### config.mk
export PLATFORM = sky130hd
export DESIGN_NAME = prio_enc_pipe_flat
export DESIGN_NICKNAME = d
export VERILOG_FILES = /design/src/rtl/prio_enc_pkg.sv /design/src/rtl/prio_enc_pipe_if.sv /design/src/rtl/prio_enc_core.sv /design/src/rtl/prio_enc_pipe.sv /design/src/flat_wrapper.sv
export SDC_FILE = /design/constraint.sdc
export NUM_CORES = 1
export LEC_CHECK = 0
export CORE_AREA = 4 4 41 43
export CTS_CLUSTER_DIAMETER = 50
export CTS_CLUSTER_SIZE = 28
export DETAILED_ROUTE_END_ITERATION = 8
export DIE_AREA = 0 0 45 47
export PLACE_DENSITY = 0.53
export SYNTH_ARGS = -nofsm -noshare
export SYNTH_HDL_FRONTEND = slang
export SYNTH_SLANG_ARGS = --single-unit
### constraint.sdc
create_clock -name clk -period 0.8 [get_ports clk]
set_input_delay 0.12 -clock clk [delete_from_list [all_inputs] [get_ports clk]]
set_output_delay 0.12 -clock clk [all_outputs]
set_load 0.01 [all_outputs]
### src/rtl/prio_enc_pkg.sv
// Shared constants and helpers for the pipelined priority encoder.
// Imported by the design and the bench.
package prio_enc_pkg;

  localparam int unsigned NMin = 2;
  localparam int unsigned NMax = 64;

  // A vector has two or more set bits exactly when clearing its lowest set bit leaves a nonzero value.
  function automatic logic popcnt_ge2(input logic [NMax-1:0] v);
    return |(v & (v - NMax'(1)));
  endfunction

endpackage

### src/rtl/prio_enc_pipe_if.sv
// Request/result bundle for prio_enc_pipe.
// The master side drives requests and consumes results; the slave side is the encoder.
interface prio_enc_pipe_if #(
  parameter int unsigned N = 4
);

  localparam int unsigned W = $clog2(N);

  logic [N-1:0] req;
  logic         in_valid;
  logic         in_ready;
  logic [W-1:0] idx;
  logic         any;
  logic         multi;
  logic         out_valid;
  logic         out_ready;

  modport master (
    output req, in_valid, out_ready,
    input  in_ready, idx, any, multi, out_valid
  );

  modport slave (
    input  req, in_valid, out_ready,
    output in_ready, idx, any, multi, out_valid
  );

endinterface

### src/rtl/prio_enc_core.sv
// Combinational rotating priority search: scans downward from (start_i-1) mod N, wrapping.
// With start_i == 0 this reduces to "highest set bit wins".
module prio_enc_core #(
  parameter int unsigned N = 4,
  localparam int unsigned W = $clog2(N)
) (
  input  logic [N-1:0] req_i,
  input  logic [W-1:0] start_i,
  output logic [W-1:0] idx_o,
  output logic         any_o
);

  int unsigned pos;

  // Visit candidates from lowest to highest priority so the last hit is the winner.
  always_comb begin
    idx_o = '0;
    any_o = 1'b0;
    pos   = 0;
    for (int j = int'(N) - 1; j >= 0; j--) begin
      pos = (32'(start_i) + N - 1 - 32'(j)) % N;
      if (req_i[pos]) begin
        idx_o = W'(pos);
        any_o = 1'b1;
      end
    end
  end

endmodule

### src/rtl/prio_enc_pipe.sv
// One-stage registered priority encoder with valid/ready flow control.
// Define PRIO_ENC_PIPE_RR_EN for round-robin arbitration; otherwise fixed priority.
module prio_enc_pipe
  import prio_enc_pkg::*;
#(
  parameter int unsigned N = 4
) (
  input  logic          clk,
  input  logic          rst_n,
  prio_enc_pipe_if.slave bus
);

  localparam int unsigned W = $clog2(N);

  if (N < NMin || N > NMax) begin : g_n_check
    $error("prio_enc_pipe: N outside supported range");
  end

  logic [W-1:0] idx_q, idx_d;
  logic         any_q, any_d;
  logic         multi_q, multi_d;
  logic         valid_q, valid_d;

  logic         accept;
  logic [W-1:0] start;
  logic [W-1:0] core_idx;
  logic         core_any;

  assign bus.in_ready = !valid_q || bus.out_ready;
  assign accept       = bus.in_valid && bus.in_ready;

`ifdef PRIO_ENC_PIPE_RR_EN
  logic [W-1:0] ptr_q, ptr_d;

  assign start = ptr_q;

  // An empty vector grants nothing, so the rotation point stays put.
  always_comb begin
    ptr_d = ptr_q;
    if (accept && core_any) begin
      ptr_d = core_idx;
    end
  end

  always_ff @(posedge clk or negedge rst_n) begin
    if (!rst_n) begin
      ptr_q <= '0;
    end else begin
      ptr_q <= ptr_d;
    end
  end
`else
  assign start = '0;
`endif

  prio_enc_core #(
    .N(N)
  ) u_core (
    .req_i  (bus.req),
    .start_i(start),
    .idx_o  (core_idx),
    .any_o  (core_any)
  );

  always_comb begin
    valid_d = valid_q;
    idx_d   = idx_q;
    any_d   = any_q;
    multi_d = multi_q;
    if (accept) begin
      valid_d = 1'b1;
      idx_d   = core_idx;
      any_d   = core_any;
      multi_d = popcnt_ge2(NMax'(bus.req));
    end else if (bus.out_ready) begin
      valid_d = 1'b0;
    end
  end

  always_ff @(posedge clk or negedge rst_n) begin
    if (!rst_n) begin
      valid_q <= 1'b0;
      idx_q   <= '0;
      any_q   <= 1'b0;
      multi_q <= 1'b0;
    end else begin
      valid_q <= valid_d;
      idx_q   <= idx_d;
      any_q   <= any_d;
      multi_q <= multi_d;
    end
  end

  assign bus.out_valid = valid_q;
  assign bus.idx       = idx_q;
  assign bus.any       = any_q;
  assign bus.multi     = multi_q;

endmodule

### src/flat_wrapper.sv
// flat-port wrapper written by rule: the top's interface ports become plain ports
module prio_enc_pipe_flat import prio_enc_pkg::*;
#(
  parameter int unsigned N = 4
)
  (clk, rst_n, bus_req, bus_in_valid, bus_out_ready, bus_in_ready, bus_idx, bus_any, bus_multi, bus_out_valid);
  prio_enc_pipe_if #(.N(N)) bus_i ();
  input  logic clk;
  input  logic rst_n;
  input wire logic [$bits(bus_i.req)-1:0] bus_req;
  input wire logic [$bits(bus_i.in_valid)-1:0] bus_in_valid;
  input wire logic [$bits(bus_i.out_ready)-1:0] bus_out_ready;
  output wire logic [$bits(bus_i.in_ready)-1:0] bus_in_ready;
  output wire logic [$bits(bus_i.idx)-1:0] bus_idx;
  output wire logic [$bits(bus_i.any)-1:0] bus_any;
  output wire logic [$bits(bus_i.multi)-1:0] bus_multi;
  output wire logic [$bits(bus_i.out_valid)-1:0] bus_out_valid;
  assign bus_i.req = bus_req;
  assign bus_i.in_valid = bus_in_valid;
  assign bus_i.out_ready = bus_out_ready;
  assign bus_in_ready = bus_i.in_ready;
  assign bus_idx = bus_i.idx;
  assign bus_any = bus_i.any;
  assign bus_multi = bus_i.multi;
  assign bus_out_valid = bus_i.out_valid;
  prio_enc_pipe #(.N(N)) u_core (.clk(clk), .rst_n(rst_n), .bus(bus_i));
endmodule
==> impl_results.html, run 1 <==
<table>
<tr><th>Metric</th><th>Value</th></tr>
<tr><th colspan="2">Run status</th></tr>
<tr><td>Outcome</td><td>finished with violations</td></tr>
<tr><td>Violations in the final reports</td><td>negative setup slack</td></tr>
<tr><th colspan="2">Job</th></tr>
<tr><td>Number of maximum-capacitance constraint violations</td><td>0</td></tr>
<tr><th colspan="2">Layout</th></tr>
<tr><td>Finished Cell Area</td><td>453 sq um</td></tr>
<tr><td>Nets</td><td>56</td></tr>
<tr><td>Antenna cells</td><td>0</td></tr>
<tr><td>Final Util</td><td>34.8%</td></tr>
<tr><td>Proportion of layout cells with a drive suffix above 1</td><td>42.6%</td></tr>
<tr><td>Commonest non-fill, non-tap cell in the layout</td><td>sky130_fd_sc_hd__a21oi_1</td></tr>
<tr><td>Highest-count cells in the layout ignoring fill and taps</td><td>sky130_fd_sc_hd__a21oi_1, sky130_fd_sc_hd__buf_4, sky130_fd_sc_hd__dfrtp_1</td></tr>
<tr><td>Area Growth Syn to Fin</td><td>91.5%</td></tr>
<tr><th colspan="2">Clocking</th></tr>
<tr><td>Number of sinks handled by clock tree synthesis</td><td>5</td></tr>
<tr><td>Number of post-CTS setup repair buffers</td><td>0</td></tr>
<tr><td>Maximum level of the CTS H-tree</td><td>1</td></tr>
<tr><td>Number of buffers inserted during clock tree synthesis</td><td>3</td></tr>
<tr><td>Worst-Skew Late Latency</td><td>250 ps</td></tr>
<tr><td>TritonCTS clock tree</td><td>done</td></tr>
<tr><td>Clock-pin slew reported for the worst setup and hold paths after clock tree synthesis</td><td>50 ps</td></tr>
<tr><td>CTS Root Cell</td><td>sky130_fd_sc_hd__clkbuf_4</td></tr>
<tr><td>Maximum buffer depth of the clock tree</td><td>2</td></tr>
<tr><td>Cts hold-fix bufs</td><td>0</td></tr>
<tr><th colspan="2">Setup path</th></tr>
<tr><td>Kind of critical path</td><td>reg -&gt; reg</td></tr>
<tr><td>Cell type of the slowest stage on the worst timing path</td><td>sky130_fd_sc_hd__dfrtp_1</td></tr>
<tr><td>Startpoint type of the worst setup path</td><td>flop</td></tr>
<tr><td>Critical path's largest stage delay</td><td>400 ps</td></tr>
<tr><td>Critical path data arrival time</td><td>1070 ps</td></tr>
<tr><td>Critical path cell sequence</td><td>nand2b_4, buf_6, and2_4, o22ai_2</td></tr>
<tr><td>Required time reported for the critical path endpoint</td><td>920 ps</td></tr>
<tr><td>Nature of the critical path endpoint</td><td>flop</td></tr>
<tr><td>Highest net fanout along the worst path</td><td>6</td></tr>
<tr><th colspan="2">Timing</th></tr>
<tr><td>Worst setup slack after layout</td><td>-156 ps</td></tr>
<tr><td>Fraction of the cycle the final worst path needs</td><td>119%</td></tr>
<tr><td>Worst slew margin relative to its limit</td><td>80.5%</td></tr>
<tr><td>Final sum of negative setup slack</td><td>-1110 ps</td></tr>
<tr><td>Number of hold-slack violations in the final timing report</td><td>0</td></tr>
<tr><td>Final setup viols</td><td>10</td></tr>
<tr><td>Fmax achieved</td><td>1.05 GHz</td></tr>
<tr><td>Clock skew</td><td>1.89 ps</td></tr>
<tr><td>Final worst path period need</td><td>956 ps</td></tr>
<tr><td>Worst-margin pin slew</td><td>288 ps</td></tr>
<tr><td>Number of max-slew violations in the final report</td><td>0</td></tr>
<tr><td>Setup repair after global routing missed its margin</td><td>yes</td></tr>
<tr><th colspan="2">Drt</th></tr>
<tr><td>Avg WL per Cell</td><td>10.1 um</td></tr>
<tr><td>Average vias per placed instance</td><td>4.16</td></tr>
<tr><td>DR vias</td><td>258</td></tr>
<tr><td>Residual antenna-violating net count after detailed routing</td><td>0</td></tr>
<tr><td>Starting DRT DRC Count</td><td>0</td></tr>
<tr><td>Number of search-and-repair iterations in the first detailed-routing pass</td><td>1</td></tr>
<tr><td>Number of design rule violations left after detail routing</td><td>0</td></tr>
<tr><td>Routed Wire Length</td><td>625 um</td></tr>
<tr><th colspan="2">Placement</th></tr>
<tr><td>Final weighted congestion in routability-driven placement</td><td>0.714</td></tr>
<tr><td>Number of input and output port buffers inserted</td><td>13</td></tr>
<tr><td>Area after DPL</td><td>438 sq um</td></tr>
<tr><th colspan="2">Global route</th></tr>
<tr><td>Number of global-route vias before repair</td><td>274</td></tr>
<tr><td>Number of antenna violations at the first check in global routing</td><td>0</td></tr>
<tr><td>Aggregate global routing overflow</td><td>0</td></tr>
<tr><td>All-Layer GR Usage</td><td>7.92%</td></tr>
<tr><td>Pin count of the biggest net entering global routing</td><td>7</td></tr>
<tr><td>Global-route wire length before repair</td><td>1.13 mm</td></tr>
<tr><th colspan="2">Power and ir drop</th></tr>
<tr><td>Pwr dens</td><td>1760 nW/um^2</td></tr>
<tr><td>Worst vdd ir</td><td>0.000647 V</td></tr>
<tr><td>Leak</td><td>0.000208 uW</td></tr>
<tr><td>Part of the power in registers</td><td>36.7%</td></tr>
<tr><td>Switching part of the total</td><td>26.6%</td></tr>
<tr><td>Cell internal power dissipation</td><td>586 uW</td></tr>
<tr><td>Switching component of the power</td><td>213 uW</td></tr>
<tr><td>Clock power frac</td><td>38.1%</td></tr>
<tr><td>Comb pwr share</td><td>25.2%</td></tr>
<tr><th colspan="2">Floorplan</th></tr>
<tr><td>Core Footprint</td><td>1300 sq um</td></tr>
<tr><td>Effective utilization at floorplan</td><td>18.2%</td></tr>
<tr><td>Die extent in y</td><td>47 um</td></tr>
<tr><td>DIE WIDTH</td><td>45 um</td></tr>
<tr><td>IO Pins</td><td>14</td></tr>
<tr><td>Number of cell rows</td><td>13</td></tr>
<tr><td>Area enclosed by the die boundary</td><td>2120 sq um</td></tr>
<tr><th colspan="2">Synth</th></tr>
<tr><td>Number of unique standard cell types used by synthesis</td><td>11</td></tr>
<tr><td>Number of synthesized register bits</td><td>5</td></tr>
<tr><td>Largest cells by area after synthesis</td><td>sky130_fd_sc_hd__dfrtp_1, sky130_fd_sc_hd__a21oi_1, sky130_fd_sc_hd__nand2b_4</td></tr>
<tr><td>Part of the Yosys area used for sequential elements</td><td>52.9%</td></tr>
<tr><td>Yosys top cell area share</td><td>52.9%</td></tr>
<tr><td>Mapped Area</td><td>236 sq um</td></tr>
<tr><td>Nets in the synthesized netlist</td><td>31</td></tr>
<tr><td>Synthesis warning total</td><td>0</td></tr>
<tr><td>Syn_area_per_cell</td><td>10.3 sq um</td></tr>
<tr><td>Synth Instances</td><td>23</td></tr>
<tr><td>Biggest area consumer among synthesized cells</td><td>sky130_fd_sc_hd__dfrtp_1</td></tr>
<tr><th colspan="2">Min path</th></tr>
<tr><td>Hold Path Class</td><td>in -&gt; async</td></tr>
</table>
==> timing repair <==
item,CTS,global route
setup endpoints to repair,10,10
gates cloned,0,0
resized for setup,31,1
==> cells in the mapped netlist (all sizes together) <==
library cell	number
and2	1
maj3	1
o22ai	1
nor2	2
o311ai	1
a21oi	7
nand2b	2
inv	2
dfrtp	5
nor4	1
==> path summary, 6_finish.rpt <==
path / start / slack, ps / cells past startpoint / to
min in group clk: bus_req[0] / 350 / 3 / u_core.bus.any
max in group asynchronous: rst_n / 510 / 1 / u_core.bus.multi
max reg2reg: u_core.bus.out_valid / -160 / 4 / u_core.bus.multi
max: u_core.bus.out_valid / -160 / 4 / u_core.bus.multi
min reg2reg: u_core.bus.any / 540 / 2 / u_core.bus.any
min: rst_n / 100 / 1 / u_core.bus.out_valid
==> metal layers <==
layer  vias to the layer above  share of wire, %  wire length (um)  GRT usage (%)
met5                         -                 0                 0              0
met4                         0               3.0                19           8.77
met3                         2                16                97           3.45
met2                        15                35               221           10.5
met1                       110                46               287           8.94
li1                        131                 -                 -              -
==> through the flow <==
step	hold slack, ps	instances	setup slack (ps)	total power, uW
2_1_floorplan	-176	23	-94.2	362
3_3_place_gp	372	58	-533	517
3_5_place_dp	368	58	-542	518
4_1_cts	107	62	-166	807
5_1_grt	114	62	-199	846
6_report	96.9	62	-156	799
==> worst max-delay path: cells and delay by family (launching register included) <==
family,cells,cell delay [ps]
simple gates,2,250
buf+inv,1,110
flops,1,400
compound gates,1,70
==> cell type report <==
| class | instances | area, sq um |
|---|---|---|
| inverter | 2 | 7.51 |
| clock buffer | 4 | 26.3 |
| timing repair buffer | 20 | 165 |
| fill | 151 | 848 |
| tap | 15 | 18.8 |
| sequential | 5 | 125 |
| multi-input combinational | 16 | 110 |
==> power by group through the flow <==
stage / Sequential [uW] / Combinational, uW / Clock [uW]
after floorplan: 311 / 51.3 / 0
after global placement: 297 / 220 / 0
after detailed placement: 298 / 220 / 0
after CTS: 293 / 202 / 311
after global routing: 296 / 224 / 326
final: 293 / 202 / 305
==> registers in the layout, indices dropped and copies added (netlist names) <==
name / count
u_core.bus.idx: 2
u_core.bus.any: 1
u_core.bus.multi: 1
u_core.bus.out_valid: 1
==> kinds of logic (layout without fill, tap and decap cells) <==
logic type | after synthesis | after routing | synth area share, %
buf+inv | 2 | 26 | 3.18
flops | 5 | 5 | 52.9
simple gates | 6 | 6 | 18.0
compound gates | 9 | 9 | 21.2
fa+ha+maj | 1 | 1 | 4.76
(Power assumes the default switching activity.)
==> run 2, diff against run 1 <==
- CAP_MARGIN: default -> 0
- SKIP_LAST_GASP: default -> 1
==> results of run 2 <==
The final DEF is identical to that of run 1; final timing and power are the same.
==> run 3, diff against run 2 <==
- PLACE_DENSITY: 0.53 -> 0.56
==> run 3 against run 2 <==
The flow still finishes with violations (negative setup slack). Register-to-register slack is essentially flat. Sequential cell count is the same. Cell area shrank 6.1%. Sequential power is essentially flat. First-iteration DRC count grew 6. Critical path depth is the same. Non-clock buffer count shrank 5. Core utilization shrank 2.1 points. Critical endpoint unchanged.
==> impl_results.html, run 3 (synthesis results as in run 1) <==
<table>
<tr><th>Metric</th><th>Value</th></tr>
<tr><th colspan="2">Power and ir drop</th></tr>
<tr><td>Worst vdd ir</td><td>0.00113 V (+75%)</td></tr>
<tr><td>Cell internal power dissipation</td><td>563 uW (-4.0%)</td></tr>
<tr><td>Part of the power in registers</td><td>37.8% (+1.1 points)</td></tr>
<tr><td>Clock power frac</td><td>39.3% (+1.2 points)</td></tr>
<tr><td>Leak</td><td>0.000187 uW (-10%)</td></tr>
<tr><td>Switching component of the power</td><td>210 uW (-1.1%)</td></tr>
<tr><td>Comb pwr share</td><td>22.9% (-2.3 points)</td></tr>
<tr><td>Pwr dens</td><td>1820 nW/um^2 (+3.1%)</td></tr>
<tr><td>Switching part of the total</td><td>27.2% (+0.57 points)</td></tr>
<tr><th colspan="2">Drt</th></tr>
<tr><td>Routed Wire Length</td><td>615 um (-1.6%)</td></tr>
<tr><td>Number of design rule violations left after detail routing</td><td>0 (unchanged)</td></tr>
<tr><td>Avg WL per Cell</td><td>10.8 um (+7.0%)</td></tr>
<tr><td>DR vias</td><td>243 (-5.8%)</td></tr>
<tr><td>Number of search-and-repair iterations in the first detailed-routing pass</td><td>2 (+1)</td></tr>
<tr><td>Residual antenna-violating net count after detailed routing</td><td>0 (unchanged)</td></tr>
<tr><td>Average vias per placed instance</td><td>4.26 (+2.4%)</td></tr>
<tr><td>Starting DRT DRC Count</td><td>6 (+6)</td></tr>
<tr><th colspan="2">Clocking</th></tr>
<tr><td>TritonCTS clock tree</td><td>done</td></tr>
<tr><td>Clock-pin slew reported for the worst setup and hold paths after clock tree synthesis</td><td>50 ps (about the same)</td></tr>
<tr><td>Cts hold-fix bufs</td><td>0 (unchanged)</td></tr>
<tr><td>Number of buffers inserted during clock tree synthesis</td><td>3 (unchanged)</td></tr>
<tr><td>Maximum level of the CTS H-tree</td><td>1 (unchanged)</td></tr>
<tr><td>Maximum buffer depth of the clock tree</td><td>2 (unchanged)</td></tr>
<tr><td>CTS Root Cell</td><td>sky130_fd_sc_hd__clkbuf_4</td></tr>
<tr><td>Number of sinks handled by clock tree synthesis</td><td>5 (unchanged)</td></tr>
<tr><td>Worst-Skew Late Latency</td><td>250 ps (about the same)</td></tr>
<tr><th colspan="2">Global route</th></tr>
<tr><td>All-Layer GR Usage</td><td>7.07% (-0.85 points)</td></tr>
<tr><td>Number of antenna violations at the first check in global routing</td><td>0 (unchanged)</td></tr>
<tr><td>Global-route wire length before repair</td><td>952 um (-16%)</td></tr>
<tr><td>Aggregate global routing overflow</td><td>0 (unchanged)</td></tr>
<tr><td>Pin count of the biggest net entering global routing</td><td>7 (unchanged)</td></tr>
<tr><td>Number of global-route vias before repair</td><td>223 (-19%)</td></tr>
<tr><th colspan="2">Job</th></tr>
<tr><td>Number of maximum-capacitance constraint violations</td><td>0 (unchanged)</td></tr>
<tr><th colspan="2">Setup path</th></tr>
<tr><td>Highest net fanout along the worst path</td><td>6 (unchanged)</td></tr>
<tr><td>Startpoint type of the worst setup path</td><td>flop</td></tr>
<tr><td>Timing endpoint of the critical path</td><td>u_core.bus.multi</td></tr>
<tr><td>Critical path data arrival time</td><td>1090 ps (+20 ps)</td></tr>
<tr><td>Kind of critical path</td><td>reg -&gt; reg</td></tr>
<tr><td>Required time reported for the critical path endpoint</td><td>920 ps (about the same)</td></tr>
<tr><td>Beginning of the worst register-to-register path</td><td>u_core.bus.out_valid</td></tr>
<tr><td>Setup slack on the worst flop-to-flop path</td><td>-160 ps (about the same)</td></tr>
<tr><td>Nature of the critical path endpoint</td><td>flop</td></tr>
<tr><td>Cell depth of the worst flop-to-flop path</td><td>4 (unchanged)</td></tr>
<tr><td>Endpoint of the worst register-to-register path</td><td>u_core.bus.multi</td></tr>
<tr><td>Timing startpoint of the critical path</td><td>u_core.bus.out_valid</td></tr>
<tr><th colspan="2">Placement</th></tr>
<tr><td>Number of input and output port buffers inserted</td><td>13 (unchanged)</td></tr>
<tr><td>Final weighted congestion in routability-driven placement</td><td>0.724 (+1.4%)</td></tr>
<tr><td>Area after DPL</td><td>400 sq um (-8.6%)</td></tr>
<tr><td>DP HPWL</td><td>436 um</td></tr>
<tr><td>Post-Place Worst Slack</td><td>-539 ps (+3.86 ps)</td></tr>
<tr><th colspan="2">Timing</th></tr>
<tr><td>Final worst path period need</td><td>964 ps (+7.99 ps)</td></tr>
<tr><td>Number of max-slew violations in the final report</td><td>0 (unchanged)</td></tr>
<tr><td>Setup repair after global routing missed its margin</td><td>yes</td></tr>
<tr><td>Final sum of negative setup slack</td><td>-1170 ps (-59.5 ps)</td></tr>
<tr><td>Fmax achieved</td><td>1.04 GHz (-0.83%)</td></tr>
<tr><td>Worst-margin pin slew</td><td>293 ps (+5.76 ps)</td></tr>
<tr><td>Final setup viols</td><td>10 (unchanged)</td></tr>
<tr><td>Worst hold slack</td><td>90.4 ps (-6.50 ps)</td></tr>
<tr><td>Number of hold-slack violations in the final timing report</td><td>0 (unchanged)</td></tr>
<tr><td>Clock skew</td><td>10.5 ps (+8.62 ps)</td></tr>
<tr><td>Fraction of the cycle the final worst path needs</td><td>120% (+1.0 points)</td></tr>
<tr><td>Worst setup slack after layout</td><td>-164 ps (-7.99 ps)</td></tr>
<tr><td>Worst slew margin relative to its limit</td><td>80.2% (-0.33 points)</td></tr>
<tr><th colspan="2">Floorplan</th></tr>
<tr><td>Number of cell rows</td><td>13 (unchanged)</td></tr>
<tr><td>IO Pins</td><td>14 (unchanged)</td></tr>
<tr><td>Die extent in y</td><td>47 um (unchanged)</td></tr>
<tr><td>Effective utilization at floorplan</td><td>18.2% (unchanged)</td></tr>
<tr><td>Core Footprint</td><td>1300 sq um (unchanged)</td></tr>
<tr><td>DIE WIDTH</td><td>45 um (unchanged)</td></tr>
<tr><td>Area enclosed by the die boundary</td><td>2120 sq um (unchanged)</td></tr>
<tr><th colspan="2">Layout</th></tr>
<tr><td>Area Growth Syn to Fin</td><td>79.9%</td></tr>
<tr><td>Finished Cell Area</td><td>425 sq um (-6.1%)</td></tr>
<tr><td>Nets</td><td>51 (-8.9%)</td></tr>
<tr><td>Proportion of layout cells with a drive suffix above 1</td><td>42.9% (+0.30 points)</td></tr>
<tr><td>Number of flip-flops under the largest register name</td><td>2 (unchanged)</td></tr>
<tr><td>Number of fillers in the final layout</td><td>145 (-4.0%)</td></tr>
<tr><td>Antenna cells</td><td>0 (unchanged)</td></tr>
<tr><td>Area used by multi-input combinational logic</td><td>121 sq um (+10%)</td></tr>
<tr><td>Highest-count cells in the layout ignoring fill and taps</td><td>sky130_fd_sc_hd__clkdlybuf4s50_1, sky130_fd_sc_hd__buf_2, sky130_fd_sc_hd__dfrtp_1</td></tr>
<tr><td>Reg area</td><td>125 sq um (unchanged)</td></tr>
<tr><th colspan="2">Min path</th></tr>
<tr><td>Hold Path Class</td><td>in -&gt; async</td></tr>
<tr><th colspan="2">Run status</th></tr>
<tr><td>Violations in the final reports</td><td>negative setup slack</td></tr>
<tr><td>Outcome</td><td>finished with violations</td></tr>
</table>
run 3: timing repair:
action / CTS / global route
buffers inserted: 0 / 0
resized for setup: 28 / 4
setup endpoints to repair: 10 / 10
pin swaps: 0 / 0
run 3: layout make-up:
type / instances / share of cell area [%]
inverters: 2 / 1.76
clock buffers: 4 / 6.18
flip-flops and latches: 5 / 29.4
repair buffers: 15 / 29.7
well taps: 15 / 4.41
multi-input cells: 16 / 28.5
run 3: worst max-delay path, stage by stage (launching register included):
cell	delay [ps]
sky130_fd_sc_hd__dfrtp_1	400
sky130_fd_sc_hd__nand2b_4	90
sky130_fd_sc_hd__buf_6	110
sky130_fd_sc_hd__and2_4	170
sky130_fd_sc_hd__o22ai_1	70
run 3: per-layer routing:
metal  vias to the layer above  GRT usage [%]  share of wire (%)
li1                        120              -                  -
met5                         -              0                  0
met1                       110           7.85                 43
met2                        11           9.04                 41
met4                         0           1.75               0.65
met3                         2           7.66                 15
run 3: worst min path at each step:
| stage | cells after the start | startpoint | slack (ps) | endpoint |
|---|---|---|---|---|
| floorplan | 0 | rst_n | -180 | u_core.bus.any |
| global placement | 1 | rst_n | 360 | u_core.bus.multi |
| detailed placement | 1 | rst_n | 360 | u_core.bus.multi |
| finish | 1 | rst_n | 90 | u_core.bus.multi |
| global route | 1 | rst_n | 90 | u_core.bus.multi |
| CTS | 1 | rst_n | 100 | u_core.bus.multi |
run 3: stage by stage:
step           utilization [%]  total power, uW  std cells
3_5_place_dp              30.8              486         53
3_3_place_gp              30.8              487         53
4_1_cts                   31.4              770         57
5_1_grt                   32.7              832         57
6_report                  32.7              774         57
2_1_floorplan                -              362         23
run 3: power groups by stage:
stage / Clock, uW / Sequential, uW / Combinational, uW
finish: 304 / 293 / 177
floorplan: 0 / 311 / 51.3
CTS: 306 / 294 / 171
global route: 342 / 297 / 192
global placement: 0 / 298 / 188
detailed placement: 0 / 298 / 188
